### src/rtl/gr8ram_pkg.sv
// rtl/gr8ram_pkg.sv - shared constants and loader state type
package gr8ram_pkg;

  // Flash READ command: opcode followed by a 24-bit address, data streams out
  localparam logic [7:0]  SPI_READ       = 8'h03;

  // SDRAM window the controller serves ROM reads from (Addr[24:23] = 2'b10)
  localparam logic [24:0] ROM_SDRAM_BASE = 25'h1000000;

  typedef enum logic [1:0] {
    ST_IDLE,
    ST_CMD,
    ST_DATA,
    ST_DRAIN
  } loader_state_t;

endpackage

### src/rtl/spi_shift.sv
// rtl/spi_shift.sv - SPI mode-0 clock generator with command and receive shifters
module spi_shift (
  input  logic        clk,
  input  logic        resetn,
  input  logic        load,
  input  logic [31:0] load_word,
  input  logic        run,
  input  logic        stall,
  input  logic        miso,
  output logic        fck,
  output logic        mosi,
  output logic        fall,
  output logic [4:0]  bit_cnt,
  output logic [7:0]  rx_next,
  output logic [7:0]  rx_byte
);

  logic [31:0] tx;
  logic [7:0]  rx;

  // A falling FCK edge happens on this clock when running, not stalled, and FCK is high.
  // The stall only ever gates the low phase, so the high phase is never stretched.
  assign fall    = run && !stall && fck;
  assign mosi    = tx[31];
  assign rx_next = {rx[6:0], miso};
  assign rx_byte = rx;

  // FCK toggles every clock while running; both shifters and the bit counter advance on the falling edge
  always_ff @(posedge clk) begin
    if (!resetn) begin
      fck     <= 1'b0;
      tx      <= '0;
      rx      <= '0;
      bit_cnt <= '0;
    end else if (load) begin
      fck     <= 1'b0;
      tx      <= load_word;
      bit_cnt <= '0;
    end else if (run && !stall) begin
      fck <= !fck;
      if (fck) begin
        tx      <= {tx[30:0], 1'b0};
        rx      <= rx_next;
        bit_cnt <= bit_cnt + 5'd1;
      end
    end
  end

endmodule

### src/rtl/flash_sdram_loader.sv
// rtl/flash_sdram_loader.sv - boot copier from SPI flash into the SDRAM byte write port
module flash_sdram_loader
  import gr8ram_pkg::*;
#(
  parameter logic [23:0] FLASH_BASE = 24'h000000,
  parameter logic [23:0] LEN        = 24'd4096,
  parameter logic [24:0] DST_BASE   = ROM_SDRAM_BASE
) (
  input  logic        C25M,
  input  logic        nRES,
  input  logic        start,
  output logic        nFCS,
  output logic        FCK,
  output logic        MOSI,
  input  logic        MISO,
  output logic        wr_valid,
  input  logic        wr_ready,
  output logic [24:0] wr_addr,
  output logic [7:0]  wr_data,
  output logic        busy,
  output logic        done
);

  generate
    if (LEN == 24'd0) begin : g_len_zero
      $error("flash_sdram_loader: LEN must be nonzero");
    end
  endgenerate

  loader_state_t state_q, state_d;

  logic        spi_load, spi_run, spi_stall, spi_fall;
  logic [4:0]  bit_cnt;
  logic [7:0]  rx_next, rx_byte;
  logic        pending;
  logic [23:0] byte_cnt;
  logic        slot_free, byte_done, last_byte, finish;

  // The output slot can take a byte this edge if it is empty or being accepted
  assign slot_free = !wr_valid || wr_ready;
  // A completed byte waiting for the slot stays in the receive shifter, so FCK must hold low
  assign spi_stall = pending && !slot_free;
  assign spi_load  = (state_q == ST_IDLE) && start;
  assign spi_run   = (state_q == ST_CMD) || (state_q == ST_DATA);
  assign byte_done = (state_q == ST_DATA) && spi_fall && (bit_cnt[2:0] == 3'd7);
  assign last_byte = (byte_cnt == LEN - 24'd1);

  spi_shift u_spi (
    .clk       (C25M),
    .resetn    (nRES),
    .load      (spi_load),
    .load_word ({SPI_READ, FLASH_BASE}),
    .run       (spi_run),
    .stall     (spi_stall),
    .miso      (MISO),
    .fck       (FCK),
    .mosi      (MOSI),
    .fall      (spi_fall),
    .bit_cnt   (bit_cnt),
    .rx_next   (rx_next),
    .rx_byte   (rx_byte)
  );

  // State register
  always_ff @(posedge C25M) begin
    if (!nRES) state_q <= ST_IDLE;
    else       state_q <= state_d;
  end

  // Next-state logic: command for 32 falling edges, then bytes until LEN, then drain the slot
  always_comb begin
    state_d = state_q;
    finish  = 1'b0;
    unique case (state_q)
      ST_IDLE:  if (start) state_d = ST_CMD;
      ST_CMD:   if (spi_fall && (bit_cnt == 5'd31)) state_d = ST_DATA;
      ST_DATA:  if (byte_done && last_byte) state_d = ST_DRAIN;
      ST_DRAIN: begin
        if (!pending && slot_free) begin
          finish  = 1'b1;
          state_d = ST_IDLE;
        end
      end
      default:  state_d = ST_IDLE;
    endcase
  end

  // Output slot, destination address, byte counter and status flags
  always_ff @(posedge C25M) begin
    if (!nRES) begin
      nFCS     <= 1'b1;
      wr_valid <= 1'b0;
      wr_addr  <= DST_BASE;
      wr_data  <= '0;
      busy     <= 1'b0;
      done     <= 1'b0;
      pending  <= 1'b0;
      byte_cnt <= '0;
    end else begin
      if (spi_load) begin
        nFCS     <= 1'b0;
        busy     <= 1'b1;
        done     <= 1'b0;
        wr_addr  <= DST_BASE;
        byte_cnt <= '0;
      end
      if (wr_valid && wr_ready) begin
        wr_addr  <= wr_addr + 25'd1;
        wr_valid <= 1'b0;
      end
      if (byte_done) begin
        byte_cnt <= byte_cnt + 24'd1;
        if (slot_free) begin
          wr_data  <= rx_next;
          wr_valid <= 1'b1;
        end else begin
          pending  <= 1'b1;
        end
      end
      if (pending && slot_free) begin
        wr_data  <= rx_byte;
        wr_valid <= 1'b1;
        pending  <= 1'b0;
      end
      if (finish) begin
        nFCS <= 1'b1;
        busy <= 1'b0;
        done <= 1'b1;
      end
    end
  end

endmodule

### config.mk
export PLATFORM = sky130hd
export DESIGN_NAME = flash_sdram_loader
export DESIGN_NICKNAME = d
export VERILOG_FILES = /design/src/rtl/gr8ram_pkg.sv /design/src/rtl/spi_shift.sv /design/src/rtl/flash_sdram_loader.sv
export SDC_FILE = /design/constraint.sdc
export NUM_CORES = 1
export LEC_CHECK = 0
export CAP_MARGIN = 20
export CELL_PAD_IN_SITES_DETAIL_PLACEMENT = 2
export CELL_PAD_IN_SITES_GLOBAL_PLACEMENT = 2
export CORE_MARGIN = 2
export CORE_UTILIZATION = 38
export CTS_BUF_LIST = sky130_fd_sc_hd__clkbuf_4 sky130_fd_sc_hd__clkbuf_8
export CTS_CLUSTER_DIAMETER = 200
export DETAILED_ROUTE_END_ITERATION = 7
export GPL_TIMING_DRIVEN = 1
export PLACE_DENSITY_LB_ADDON = 0.1
export SLEW_MARGIN = 0
export SYNTH_ARGS = -nofsm -noshare
export SYNTH_HDL_FRONTEND = slang
export SYNTH_SLANG_ARGS = --single-unit
### constraint.sdc
create_clock -name C25M -period 5.9 [get_ports C25M]
set_input_delay 1.77 -clock C25M [delete_from_list [all_inputs] [get_ports C25M]]
set_output_delay 1.77 -clock C25M [all_outputs]
set_load 0.005 [all_outputs]
[Word level (Yosys, flattened, before mapping)]
Index checks and enable logic that the tools add are counted.
Cells by class
  equality and inequality tests: 10
  bitwise logic cells: 3
  add/sub/neg operators: 3
  reduce and logical (&&, ||, !) cells: 35
  muxes and demuxes: 23
Operators by type and width (number)
  $mux W26: 3
  $mux W25: 2
  $mux W24: 2
  $add A25 B1 Y25 const B: 1
  $add A24 B1 Y24 const B: 1
  $eq A24 B12 Y1 const B: 1
  $mux W8: 3
  $reduce_bool A2 Y1: 7
  $logic_and A1 B1 Y1: 11
  $mux W1: 8
  $mux W2: 4
  $pmux W2 S4: 1
  $reduce_and A2 Y1: 4
  $reduce_or A2 Y1: 3
  $add A5 B1 Y5 const B: 1
  $eq A5 B5 Y1 const B: 1
  $logic_not A1 Y1: 5
  $eq A2 B2 Y1 const B: 2
  $ne A2 B1 Y1 const B: 2
  $ne A2 B2 Y1 const B: 2
  $reduce_and A4 Y1: 1
  $eq A3 B3 Y1 const B: 1
  $not A1 Y1: 3
  $reduce_and A3 Y1: 1
  other kinds (3): 4
Storage, ports and cells
  bits of input ports: 5
  output and inout port bits: 39
  register bits after elaboration: 86
  logic and storage cells: 88

[Depth between registers and ports, before layout]
Gate-level depths: netlist of the first run.
  depth in word-level cells: 12
  depth in mapped cells: 8
  mapped depth without buffers: 8

[Modules after synthesis]
Synthesis of the first run repeated with hierarchy kept, for this count alone.
Second synthesis, totals
  cell total of the unflattened synthesis: 621
  area total of the unflattened synthesis: 5270.1 µm²
By module, submodules not included
  flash_sdram_loader: area each 3313.2 µm², instances 1, cells each 371, sequential area each 1281.2 µm²
  spi_shift: area each 1956.9 µm², instances 1, cells each 250, sequential area each 920.9 µm²

[Least setup slack after synthesis of the first run]
OpenSTA, ideal clock, no wires.
  path kind: input-to-reg
  start: in wr_ready
  end: reg wr_addr[18]
  path buffers: 1
  data required time: 5841 ps
  cell stages on the path: 6
  arrival time: 2962 ps
  slack: 2879 ps
  setup time: 59 ps
  path through: nand2_1 -> buf_2 -> nor4_4 -> nand3_1 -> or4_1 -> nand2_1
Between the ends
  longest elaborated chain between the ends: 2
  elaborated cells between the ends (all ways): 3
  classes of those cells: 1 x mux; 2 x reduce/logical
RTL lines
  start, declared: RTL line flash_sdram_loader.sv:17  | input logic wr_ready,
  $logic_and A1 B1 Y1 (*): RTL line flash_sdram_loader.sv:107  | if (wr_valid && wr_ready) begin
  $mux W25 / $reduce_bool A2 Y1 (equally long branches)
  end signal, assigned: RTL line flash_sdram_loader.sv:108  | wr_addr <= wr_addr + 25'd1;
  end, declared: RTL line flash_sdram_loader.sv:18  | output logic [24:0] wr_addr,
Mark *: on every way between the ends. The rest lies on a longest branch, timed or not.
A chain may end at the register's enable or synchronous reset.

[Worst setup path in the final report of the first run]
  start: in wr_ready
  end: reg byte_cnt[23]
Between the ends
  longest elaborated chain between the ends: 9
  elaborated cells between the ends (all ways): 10
  classes of those cells: 1 x mux; 9 x reduce/logical
RTL lines
  $logic_or A1 B1 Y1 (*): RTL line flash_sdram_loader.sv:40  | assign slot_free = !wr_valid || wr_ready;
  $logic_not A1 Y1 (*): RTL line flash_sdram_loader.sv:42  | assign spi_stall = pending && !slot_free;
  $logic_and A1 B1 Y1 (*): RTL line flash_sdram_loader.sv:42
  $logic_not A1 Y1 (*): RTL line spi_shift.sv:23  | assign fall = run && !stall && fck;
  $logic_and A1 B1 Y1 (*) (2 in series): RTL line spi_shift.sv:23
  $logic_and A1 B1 Y1 (*) (2 in series): RTL line flash_sdram_loader.sv:45  | assign byte_done = (state_q == ST_DATA) && spi_fall && (bit_cnt[2:0] == 3'd7);
  $mux W24 / $reduce_bool A2 Y1 (equally long branches)
  end signal, assigned: RTL line flash_sdram_loader.sv:112  | byte_cnt <= byte_cnt + 24'd1;
  end, declared: RTL line flash_sdram_loader.sv:36  | logic [23:0] byte_cnt;
Marked as above.

==> flow_metrics.py, run 1 <==
metrics = {
    "status": {
        "outcome": "complete, no violations",
    },
    "clock_tree": {
        "post-cts-setup-buffer-count": 0,
        "cts.path.max_buffers": 2,
        "htreeDepth": 3,
        "tritoncts": "built",
        "cts.sinks": 86,
        "cts.clk_slew.worst_paths_ns": 0.09,
        "ctsResizeCount": 0,
        "clock_insertion_delay_worst_skew_ns": 0.37,
        "cts_hold_repair.buffers": 0,
        "cts_root_buf": "clkbuf_8",
        "tritoncts.num_buffers": 9,
    },
    "global_route": {
        "grt_pass1_wl_um": 20000,
        "overflow": 0,
        "grt_max_degree": 28,
        "antenna_violations_before_repair": 0,
        "grt_use_total": 0.223,
        "first_global_vias": 3839,
    },
    "sta": {
        "max_slew.worst_pin.slew_ns": 0.980,
        "fin_ws_ns": 2.08,
        "timing.final.setup_violations": 0,
        "setup_total_negative_slack_ns": 0,
        "finalWorstPathRequiredPeriod_ns": 3.82,
        "clock_skew_ns": 0.00869,
        "final.period_utilization": 0.648,
        "whs_ns": 0.460,
        "finalMaxSlewViolations": 0,
        "hold_viol": 0,
        "maxSlewHeadroom": 0.344,
        "grt_setup_unrepaired": "no",
        "max_freq_mhz": 261,
    },
    "logic_synthesis": {
        "yosys_top_cell_area_share": 0.433,
        "post_synth_num_cell_types": 53,
        "synth_largest_area_cell": "dfxtp_1",
        "synth.yosys.seq_area_share": 0.433,
        "postSynth.topFlopCell": "dfxtp_1",
        "synth.top_cells.by_area": "dfxtp_1 43%, nand2_1 6.8%, a21oi_1 4.5%",
        "flip_flop_and_latch_count_after_synthesis": 86,
        "synth_common_cells": "86 x dfxtp_1, 72 x nand2_1, 46 x nor2_1, 36 x a21oi_1, 27 x nand3_1",
        "synth-edff-count": 0,
        "synthesis.nets": 481,
        "yosysWarnings": 0,
        "synth_async_sr_flop_share": 0,
        "syn-mean-instance-area_um2": 8.54,
        "most_common_cell_in_the_netlist": "dfxtp_1",
        "post_synth_instance_area_mm2": 0.00398,
        "synthCells": 466,
    },
    "floorplan": {
        "fp-row-count": 37,
        "floorplan.initialDensity": 0.389,
        "die-height_um": 106,
        "core_region_area_mm2": 0.0102,
        "ioPinCount": 44,
        "die_area_mm2": 0.0113,
        "die_w_um": 106,
    },
    "finish": {
        "post-route-cell-area_mm2": 0.00468,
        "postLayoutCoreUtil": 0.457,
        "fin_nets": 517,
        "layout.area.seq_mm2": 0.00172,
        "multi_input_area_mm2": 0.00215,
        "syn2layout_area_growth_pct": 17.6,
        "fillCellCount": 1166,
        "final_non_filler_cell_total": 643,
        "num_antenna_cells": 0,
        "final_layout_size_suffix_gt1_frac": 0.0651,
    },
    "setup_path": {
        "timing.critical_path.slowest_stage_cell": "nor2_2",
        "critical_path.startpoint_type": "primary input",
        "worst_r2r_path_depth": 7,
        "worst-setup-path-type": "primary input to flop",
        "cp.arrival_ns": 4.11,
        "setup.reg_to_reg.worst_slack_ns": 3.11,
        "cpLargestDelayFamily": "simple AND/OR/NAND/NOR gates",
        "timing.critical_path.required_ns": 6.19,
        "critical_path_peak_fanout": 21,
        "crit_path_max_incr_delay_ns": 0.70,
        "number_of_buffer_and_inverter_stages_on_the_critical_path": 1,
        "r2r-end": "byte_cnt[23]",
        "regToRegStartpoint": "state_q[0]",
        "crit_chain": "clkdlybuf4s50_1 > and3b_1 > nor2_2 > nand3_4 > or3_1 > o31ai_1",
        "critPathCaptureType": "flop",
    },
    "pwr": {
        "vdd_drop_max_v": 0.000179,
        "cellLeakagePower_nw": 1.65,
        "power.total_mw": 1.21,
        "p_per_area_mw_per_mm2": 258,
    },
    "min_path": {
        "hp-start": "u_spi.tx[27]",
        "hold_path_depth": 2,
        "hold_path_class": "flop to flop",
        "hold_end": "u_spi.tx[28]",
    },
    "place": {
        "dp.cells": 627,
        "place.gp.congestion": 0.807,
        "placed_area_mm2": 0.00450,
        "io_buffers": 43,
        "dp_worst_slack_ns": 1.68,
        "hpwl_um": 8430,
    },
    "route": {
        "drc": 0,
        "detail_route.first_pass.iterations": 4,
        "dr_total_vias": 3659,
        "post_drt_via_cell_ratio": 5.69,
        "postRouteWirelength_um": 11900,
        "wl_per_cell_um": 18.5,
        "antenna_left": 0,
        "drt-initial-drc-count": 111,
    },
    "job": {
        "max_cap_viol_count": 0,
    },
}
tightest hold or removal path: stages (launching register included):
cell and delay (ns):
dfxtp_1 0.32, nand2_1 0.05, a21oi_1 0.05
logic make-up (layout without fill, tap and decap cells):
family                     Yosys count  count (layout)  synth area share
and+or+nand+nor                    218             218             0.282
AOI/OAI and AO/OA                  100             100             0.161
DFF                                 86              86             0.433
buffers and inverters               25              66            0.0277
muxes                               14              14            0.0368
xor gates and xnor gates            13              13            0.0286
adders and majority gates           10              10            0.0314
flip-flops by register name, indices dropped and copies added, names as in the netlist:
signal         count
busy               1
byte_cnt          24
done               1
nFCS               1
pending            1
state_q            2
u_spi.bit_cnt      5
u_spi.fck          1
u_spi.rx_byte      8
u_spi.tx           8
wr_addr           25
wr_data            8
wr_valid           1
routing by layer:
layer | vias up | global-route usage | routed length, µm | share of wire
li1 | 1763 | - | - | -
met1 | 1843 | 0.289 | 5460 | 0.46
met2 | 40 | 0.380 | 6000 | 0.50
met3 | 13 | 0.0337 | 282 | 0.024
met4 | 0 | 0.0733 | 164 | 0.014
met5 | - | 0 | 0 | 0
cell usage in the layout, fill, tap and decap left out, drive strengths merged, types with 5 or more instances in the layout:
master / instances
dfxtp: 86
inv: 5
mux2: 5
mux2i: 9
a211oi: 10
a21oi: 36
xor2: 7
o211ai: 9
nand2: 73
o21ai: 12
nand3b: 5
clkbuf: 10
nand3: 29
clkdlybuf4s50: 43
nand4: 15
nor2: 47
nor4: 6
and3: 15
and2: 7
o41ai: 5
xnor2: 6
ha: 10
a31oi: 5
o31ai: 11
how the worst max path moves through the flow:
stage             start  depth (start not counted)      endpoint
3_3_place_gp   wr_ready                          6  byte_cnt[23]
4_1_cts        wr_ready                          6  byte_cnt[23]
6_report       wr_ready                          6  byte_cnt[23]
2_1_floorplan  wr_ready                          6   wr_addr[18]
5_1_grt        wr_ready                          6  byte_cnt[23]
3_5_place_dp   wr_ready                          6  byte_cnt[23]
where the power goes:
part / total, mW / switching (mW) / internal (mW)
Clock: 0.388 / 0.225 / 0.162
Sequential: 0.617 / 0.0176 / 0.599
Combinational: 0.202 / 0.140 / 0.0620
area by class of cell:
type	instances	share of cell area
Multi-Input combinational cell	355	0.459
Sequential cell	86	0.368
Timing Repair Buffer	45	0.0952
Tap cell	136	0.0364
Clock buffer	10	0.0294
Clock inverter	6	0.00802
Inverter	5	0.00401
No activity file was read; power rests on OpenSTA's default activity.
==> inputs of run 2 (changes only) <==
CORE_UTILIZATION = 35   (was 38)
clock period = 3.6 ns   (was 5.9 ns; I/O delays follow)
==> run 2 against run 1 <==
Utilization down 2.5 points. Non-clock buffer count increased by 7. Total power is 67% higher. Highest routed layer unchanged. Sequential share of layout area is 0.56 points lower. Combinational power is 68% higher. Worst hold slack got worse by 0.0016 ns. Cell count increased by 1.7%. Wire length is 2.5% lower. Critical path depth unchanged. Register-to-register slack lost 2.0 ns. First-iteration DRC count up 9.9%.
==> flow_metrics.py, run 2 (synthesized netlist as in run 1, its figures left out) <==
metrics = {
    "status": {
        "outcome": "complete, no violations",
    },
    "setup_path": {
        "cp.arrival_ns": 3.07,
        "critical_path_peak_fanout": 10,
        "worst-setup-path-type": "primary input to flop",
        "timing.critical_path.required_ns": 3.87,
        "critical_path.startpoint_type": "primary input",
        "critPathCaptureType": "flop",
    },
    "route": {
        "wl_per_cell_um": 17.7,
        "post_drt_via_cell_ratio": 5.56,
        "drc": 0,
        "antenna_left": 0,
        "detail_route.first_pass.iterations": 4,
        "postRouteWirelength_um": 11600,
        "dr_total_vias": 3635,
        "drt-initial-drc-count": 122,
    },
    "min_path": {
        "hold_path_class": "flop to flop",
    },
    "finish": {
        "mostFrequentLayoutCells": "86 x dfxtp_1, 72 x nand2_1, 46 x nor2_1, 43 x clkdlybuf4s50_1, 36 x a21oi_1",
        "reg_top3": "wr_addr x25, byte_cnt x24",
        "number_of_flip_flops_in_the_largest_register": 25,
        "num_antenna_cells": 0,
        "postLayoutCoreUtil": 0.433,
        "final_layout_size_suffix_gt1_frac": 0.0778,
        "regMostFlops": "wr_addr",
        "final_common_cell": "dfxtp_1",
        "fin_nets": 524,
        "post-route-cell-area_mm2": 0.00475,
        "syn2layout_area_growth_pct": 19.4,
    },
    "sta": {
        "maxSlewHeadroom": 0.357,
        "clock_skew_ns": 0.00534,
        "max_slew.worst_pin.slew_ns": 0.961,
        "max_freq_mhz": 357,
        "setup_total_negative_slack_ns": 0,
        "fin_ws_ns": 0.797,
        "finalWorstPathRequiredPeriod_ns": 2.80,
        "hold_viol": 0,
        "final.period_utilization": 0.779,
        "grt_setup_unrepaired": "no",
        "timing.final.setup_violations": 0,
        "finalMaxSlewViolations": 0,
    },
    "clock_tree": {
        "htreeDepth": 3,
        "cts.path.max_buffers": 2,
        "tritoncts": "built",
        "tritoncts.num_buffers": 9,
        "cts.clk_slew.worst_paths_ns": 0.08,
        "cts_root_buf": "clkbuf_8",
        "ctsResizeCount": 0,
        "post-cts-setup-buffer-count": 0,
        "clock_insertion_delay_worst_skew_ns": 0.37,
        "cts_hold_repair.buffers": 0,
        "cts.sinks": 86,
    },
    "place": {
        "placed_area_mm2": 0.00456,
        "hpwl_um": 8510,
        "place.gp.congestion": 0.813,
        "io_buffers": 43,
        "dp_worst_slack_ns": 0.422,
    },
    "floorplan": {
        "die-height_um": 111,
        "fp-row-count": 38,
        "core_region_area_mm2": 0.0110,
        "ioPinCount": 44,
        "die_area_mm2": 0.0122,
        "die_w_um": 111,
        "floorplan.initialDensity": 0.362,
    },
    "global_route": {
        "first_global_vias": 3914,
        "antenna_violations_before_repair": 0,
        "grt_pass1_wl_um": 20300,
        "overflow": 0,
        "grt_max_degree": 21,
        "grt_use_total": 0.202,
    },
    "pwr": {
        "p_per_area_mw_per_mm2": 423,
        "cellLeakagePower_nw": 1.70,
        "power.total_mw": 2.01,
        "vdd_drop_max_v": 0.000206,
    },
    "job": {
        "max_cap_viol_count": 0,
    },
}
-- run 2: worst paths after layout --
| kind | startpoint | to | slack [ns] | depth (start not counted) |
|---|---|---|---|---|
| worst max-delay path | wr_ready | byte_cnt[23] | 0.80 | 6 |
| worst min-delay path | u_spi.tx[28] | u_spi.tx[28] | 0.46 | 2 |
| worst max register to register | state_q[0] | wr_data[4] | 1.15 | 7 |
| worst min register to register | u_spi.tx[28] | u_spi.tx[28] | 0.46 | 2 |
-- run 2: through the flow --
step                      hold WS [ns]  instances
final                            0.459        654
after global routing             0.481        654
after floorplan                  0.432        466
after global placement           0.440        638
after detailed placement         0.449        638
after CTS                        0.462        654
-- run 2: cell type report --
class	instances	area [µm²]
timing repair buffer	52	498
sequential	86	1720
tap	140	175
clock inverter	3	17.5
multi-input combinational	355	2150
fill	1252	6230
inverter	5	18.8
clock buffer	13	173
-- run 2: layer usage --
metal / routed length [µm] / up-vias / GRT usage
li1: - / 1778 / -
met2: 5690 / 36 / 0.338
met1: 5470 / 1810 / 0.261
met5: 0 / - / 0
met4: 148 / 0 / 0.0608
met3: 292 / 11 / 0.0423
-- run 2: report_power, final --
group | switching, mW | internal (mW) | total (mW)
logic | 0.226 | 0.114 | 0.340
clock network | 0.348 | 0.313 | 0.661
registers | 0.0274 | 0.982 | 1.01
total | 0.601 | 1.41 | 2.01
-- run 2: critical path: stages --
cell and delay [ns]:
clkdlybuf4s50_1 0.55, and3b_1 0.24, nor2_2 0.33, nand3_4 0.20
or3_1 0.42, o31ai_1 0.25
